[src/rtl/rr_put_arbiter.sv]
`default_nettype none
// ============================================================================
// rr_put_arbiter : round-robin, burst-locking arbiter in front of a FIFO put port
// Revision 1.0
// ============================================================================
module rr_put_arbiter #(
   parameter int NUM_REQ    = 4,
   parameter int DATA_WIDTH = 8,
   parameter int MAX_BURST  = 4,
   parameter int ID_W       = $clog2(NUM_REQ)
) (
   input  logic                          clk,
   input  logic                          reset,
   input  logic [NUM_REQ-1:0]            req_valid,
   output logic [NUM_REQ-1:0]            req_ready,
   input  logic [NUM_REQ*DATA_WIDTH-1:0] req_data,
   input  logic [NUM_REQ-1:0]            req_last,
   output logic                          out_valid,
   input  logic                          out_ready,
   output logic [DATA_WIDTH-1:0]         out_data,
   output logic [ID_W-1:0]               out_id,
   output logic                          busy
);

   localparam int              CNT_W       = $clog2(MAX_BURST) + 1;
   localparam logic [CNT_W-1:0] c_last_beat = CNT_W'(MAX_BURST - 1);
   localparam logic [ID_W-1:0]  c_last_req  = ID_W'(NUM_REQ - 1);
   localparam logic [ID_W:0]    c_num_req   = (ID_W+1)'(NUM_REQ);

   typedef enum logic [0:0] {
      S_IDLE  = 1'b0,
      S_GRANT = 1'b1
   } state_t;

   state_t           state_q, state_d;
   logic [ID_W-1:0]  grant_q, grant_d;
   logic [ID_W-1:0]  last_grant_q, last_grant_d;
   logic [CNT_W-1:0] beat_cnt_q, beat_cnt_d;

   logic [DATA_WIDTH-1:0] w_data_arr [NUM_REQ];
   logic                  w_found;
   logic [ID_W-1:0]       w_pick;

   for (genvar i = 0; i < NUM_REQ; i++) begin : g_unpack
      assign w_data_arr[i] = req_data[i*DATA_WIDTH +: DATA_WIDTH];
   end

   // Scan last_grant+1 .. last_grant+NUM_REQ so the previous owner comes last.
   always_comb begin : arb_scan
      logic [ID_W:0] cand;
      cand    = '0;
      w_found = 1'b0;
      w_pick  = '0;
      for (int k = 1; k <= NUM_REQ; k++) begin
         cand = {1'b0, last_grant_q} + (ID_W+1)'(k);
         if (cand >= c_num_req) begin
            cand = cand - c_num_req;
         end
         if (!w_found && req_valid[cand[ID_W-1:0]]) begin
            w_found = 1'b1;
            w_pick  = cand[ID_W-1:0];
         end
      end
   end

   always_comb begin
      state_d      = state_q;
      grant_d      = grant_q;
      last_grant_d = last_grant_q;
      beat_cnt_d   = beat_cnt_q;
      out_valid    = 1'b0;
      out_data     = '0;
      req_ready    = '0;
      busy         = 1'b0;
      case (state_q)
         S_IDLE: begin
            if (w_found) begin
               grant_d    = w_pick;
               beat_cnt_d = '0;
               state_d    = S_GRANT;
            end
         end
         S_GRANT: begin
            busy     = 1'b1;
            out_data = w_data_arr[grant_q];
            // Handshake is suppressed while reset is asserted so no beat slips through.
            if (!reset) begin
               out_valid          = req_valid[grant_q];
               req_ready[grant_q] = out_ready;
            end
            if (req_valid[grant_q] && out_ready) begin
               if (req_last[grant_q] || (beat_cnt_q == c_last_beat)) begin
                  state_d      = S_IDLE;
                  last_grant_d = grant_q;
                  beat_cnt_d   = '0;
               end else begin
                  beat_cnt_d = beat_cnt_q + CNT_W'(1);
               end
            end
         end
         default: state_d = S_IDLE;
      endcase
   end

   assign out_id = grant_q;

   always_ff @(posedge clk) begin
      if (reset) begin
         state_q      <= S_IDLE;
         grant_q      <= '0;
         last_grant_q <= c_last_req;
         beat_cnt_q   <= '0;
      end else begin
         state_q      <= state_d;
         grant_q      <= grant_d;
         last_grant_q <= last_grant_d;
         beat_cnt_q   <= beat_cnt_d;
      end
   end

endmodule
`default_nettype wire

[config.mk]
export PLATFORM = sky130hd
export DESIGN_NAME = rr_put_arbiter
export DESIGN_NICKNAME = d
export VERILOG_FILES = /design/src/rtl/rr_put_arbiter.sv
export SDC_FILE = /design/constraint.sdc
export NUM_CORES = 1
export LEC_CHECK = 0
export CORE_MARGIN = 5
export CORE_UTILIZATION = 35
export CTS_CLUSTER_SIZE = 14
export DETAILED_ROUTE_END_ITERATION = 8
export PLACE_DENSITY = 0.86
export SYNTH_ARGS = -nofsm -noshare
export SYNTH_HDL_FRONTEND = slang
export SYNTH_SLANG_ARGS = --single-unit
export TNS_END_PERCENT = 5
[constraint.sdc]
create_clock -name clk -period 2.2 [get_ports clk]
set_clock_uncertainty 0.05 [all_clocks]
set_input_delay 0.44 -clock clk [delete_from_list [all_inputs] [get_ports clk]]
set_output_delay 0.44 -clock clk [all_outputs]
set_load 0.005 [all_outputs]
==> impl_metrics.toml <==
[synth]
synth_edf_count = 0
ys_seq_area_frac = 0.191
syn_avg_cell_area_sq_um = 9.21
yosysTopAreaCellShare = 0.242
yosys-top-cells-area = "mux4_2, dfxtp_1, and2_1, nor2_1, o2bb2ai_4"
yosysUniqueCellTypes = 33
synthArstFlopShare = 0
syn_nets = 136
syn-instance-count = 91
synthFlopType = "dfxtp_1"
synth_area_leader_cell = "mux4_2"
netlist_area_sq_um = 838
ys_seq_elements = 8
synth_warnings = 0

[finish]
drive_above_1_share = 0.245
final_cells = 187
nFillCells = 178
nNetsFinal = 206
antenna_cells = 0
syn2layout_area_growth_pct = 85.2

[run]
max-cap-violations = 0

[timing]
max_freq_ghz = 0.457
period_minus_slack_ps = 2190
tightestPinTransition_ps = 441
fin_hold_ws_ps = 419
fin_crit_sh = 0.995
hold_violations = 0
slew_violations = 0
grt_setup_unrepaired = "yes"
setup_viol = 0
maxSlewHeadroom = 0.705

[clock_network]
h-tree-depth = 1
post-cts-setup-buffers = 0
cts_max_path_buffers = 2
cts_buffers = 3
cts_tree = "done"
ctsRootBufferMaster = "clkbuf_4"
postCtsHoldBufs = 0
cts_num_sinks = 8
path_clk_slew_ps = 50
insertion_delay_ps = 250

[floorplanning]
chipWidth_microns = 58.9
coreArea_sq_um = 2250
die_area_sq_um = 3470
fp.dieH_microns = 58.9
start_util = 0.372
fp-row-count = 17
pin_count = 59

[pwr]
p_comb_frac = 0.523
p_int_mw = 0.407
p_sw_mw = 0.167
vdd_ir_drop_max_mv = 0.366
seqPwrFrac = 0.282
p_leak_nw = 0.627
switching_share = 0.291
clkPwrFrac = 0.194
cellPowerDensity_nw_per_um2 = 370

[min_path]
hp-class = "reg2reg"

[worst_setup_path]
worstPathCellList = "clkdlybuf4s50_1, mux4_2, and2_4, dlygate4sd2_1"
reg2reg_slack_ps = 480
end_kind = "output port"
cp_top_family = "buffers and inverters"
critical_path_required_ps = 1710
cp_num_buf_inv = 2
worstPathMaxFanout = 1
critPathKind = "in2out"
startpoint_type = "input pin"
arrival_ps = 1700
crit_slowest_cell = "mux4_2"
critPathMaxStageDelay_ps = 460

[global_route]
gr-total-overflow = 0
track_usage = 0.179
grt_first_pass_wirelength_mm = 4.75
first_global_vias = 1033
grtUsageMet3 = 0.0482
grt_max_degree = 14
grt_util_met2 = 0.328
busiest_layer = "met2"
met1_usage = 0.194
antenna_found_initial = 0

[placement]
port_buffers = 58
place.detailed.hpwl_mm = 2.59
place_inst = 184
gp_congestion = 0.794

[drt]
drc = 0
dr.pass1.iters = 4
routedWlPerCell_microns = 16.4
initialDrtViolationCount = 51
ant_nets = 0
routed_via_density = 5.41
wirelength_mm = 3.07
num_vias = 1012

[status]
status = "finished, final reports clean"
path summary, 6_finish.rpt:
kind                        end  cells after the start           from
hold / removal    beat_cnt_q[2]                      1  beat_cnt_q[2]
setup reg to reg  beat_cnt_q[0]                      5      out_id[1]
setup / recovery    out_data[0]                      4    req_data[0]
hold reg to reg   beat_cnt_q[2]                      1  beat_cnt_q[2]
cell usage in the layout, fill, tap and decap left out, types with 2 or more instances in the layout:
cell type        instances
nand2_1                  6
mux4_2                   9
nor2b_1                  2
dfxtp_1                  7
nor2_1                   9
o2bb2ai_1                2
and2_4                   2
clkbuf_2                 2
ha_1                     2
clkdlybuf4s15_1          4
inv_1                    5
a211oi_1                 2
nor4_1                   2
dlygate4sd2_1           11
buf_4                   12
and2_1                   6
nor3_1                   2
nand2b_1                 4
clkbuf_4                 3
clkdlybuf4s50_1         40
o21ai_1                  2
o21ai_0                  2
a21oi_1                  4
per-stage QoR:
step                total power, mW  setup slack, ps   util  TNS (ps)  area, sq um
finish                        0.575             10.4  0.689         0         1550
global route                  0.614            -28.9  0.689     -56.9         1550
CTS                           0.576            -12.1  0.689     -12.1         1550
detailed placement            0.475             -291  0.679     -2610         1530
global placement              0.464             -260  0.679     -2240         1530
floorplan                     0.303              280      -         0          838
sequential cells by signal (all words and copies together), names as in the netlist:
name / count
beat_cnt_q: 3
state_q: 1
out_id: 2
last_grant_q: 2
area by class of cell:
cell class,count,area (sq um),area share
Clock buffer,3,22.5,0.0145
Timing Repair Buffer,71,669,0.431
Sequential cell,8,161,0.104
Inverter,5,18.8,0.0121
Multi-Input combinational cell,72,646,0.416
Tap cell,28,35.0,0.0226
cells by family (layout without fill, tap and decap cells):
kind of cell	after synthesis	count (layout)	synth area share
compound gates	18	18	0.172
flops	8	8	0.191
fa+ha+maj	2	2	0.0298
mux	11	11	0.267
buf+inv	11	79	0.0612
simple gates	41	41	0.279
metal layers:
layer | vias up | share of wire
li1 | 475 | -
met1 | 467 | 0.38
met2 | 60 | 0.49
met3 | 10 | 0.10
met4 | 0 | 0.020
met5 | - | 0
cells in the mapped netlist (2+ instances only):
master,number
mux4_2,9
nor3_1,2
inv_1,5
o2bb2ai_1,2
nand2_1,6
nand2b_1,4
clkbuf_1,3
and2_1,8
a211oi_1,2
nor2_1,10
a21oi_1,4
dfxtp_1,8
nor4_1,3
o21ai_0,2
buf_2,2
o21ai_1,2
ha_1,2
nor2b_1,2
power groups by stage:
stage               clock [mW]  sequential [mW]  combinational, mW
finish                   0.112            0.162              0.301
global route             0.127            0.164              0.323
CTS                      0.113            0.162              0.301
detailed placement           0            0.165              0.310
global placement             0            0.164              0.300
floorplan                    0            0.164              0.139
what timing repair did:
item | CTS | global route
endpoints found under the setup margin | 13 | 8
hold endpoints to repair | 0 | 0
pin swaps | 7 | 0
gates resized for setup | 26 | 6
Power figures use the tool's default switching activity.
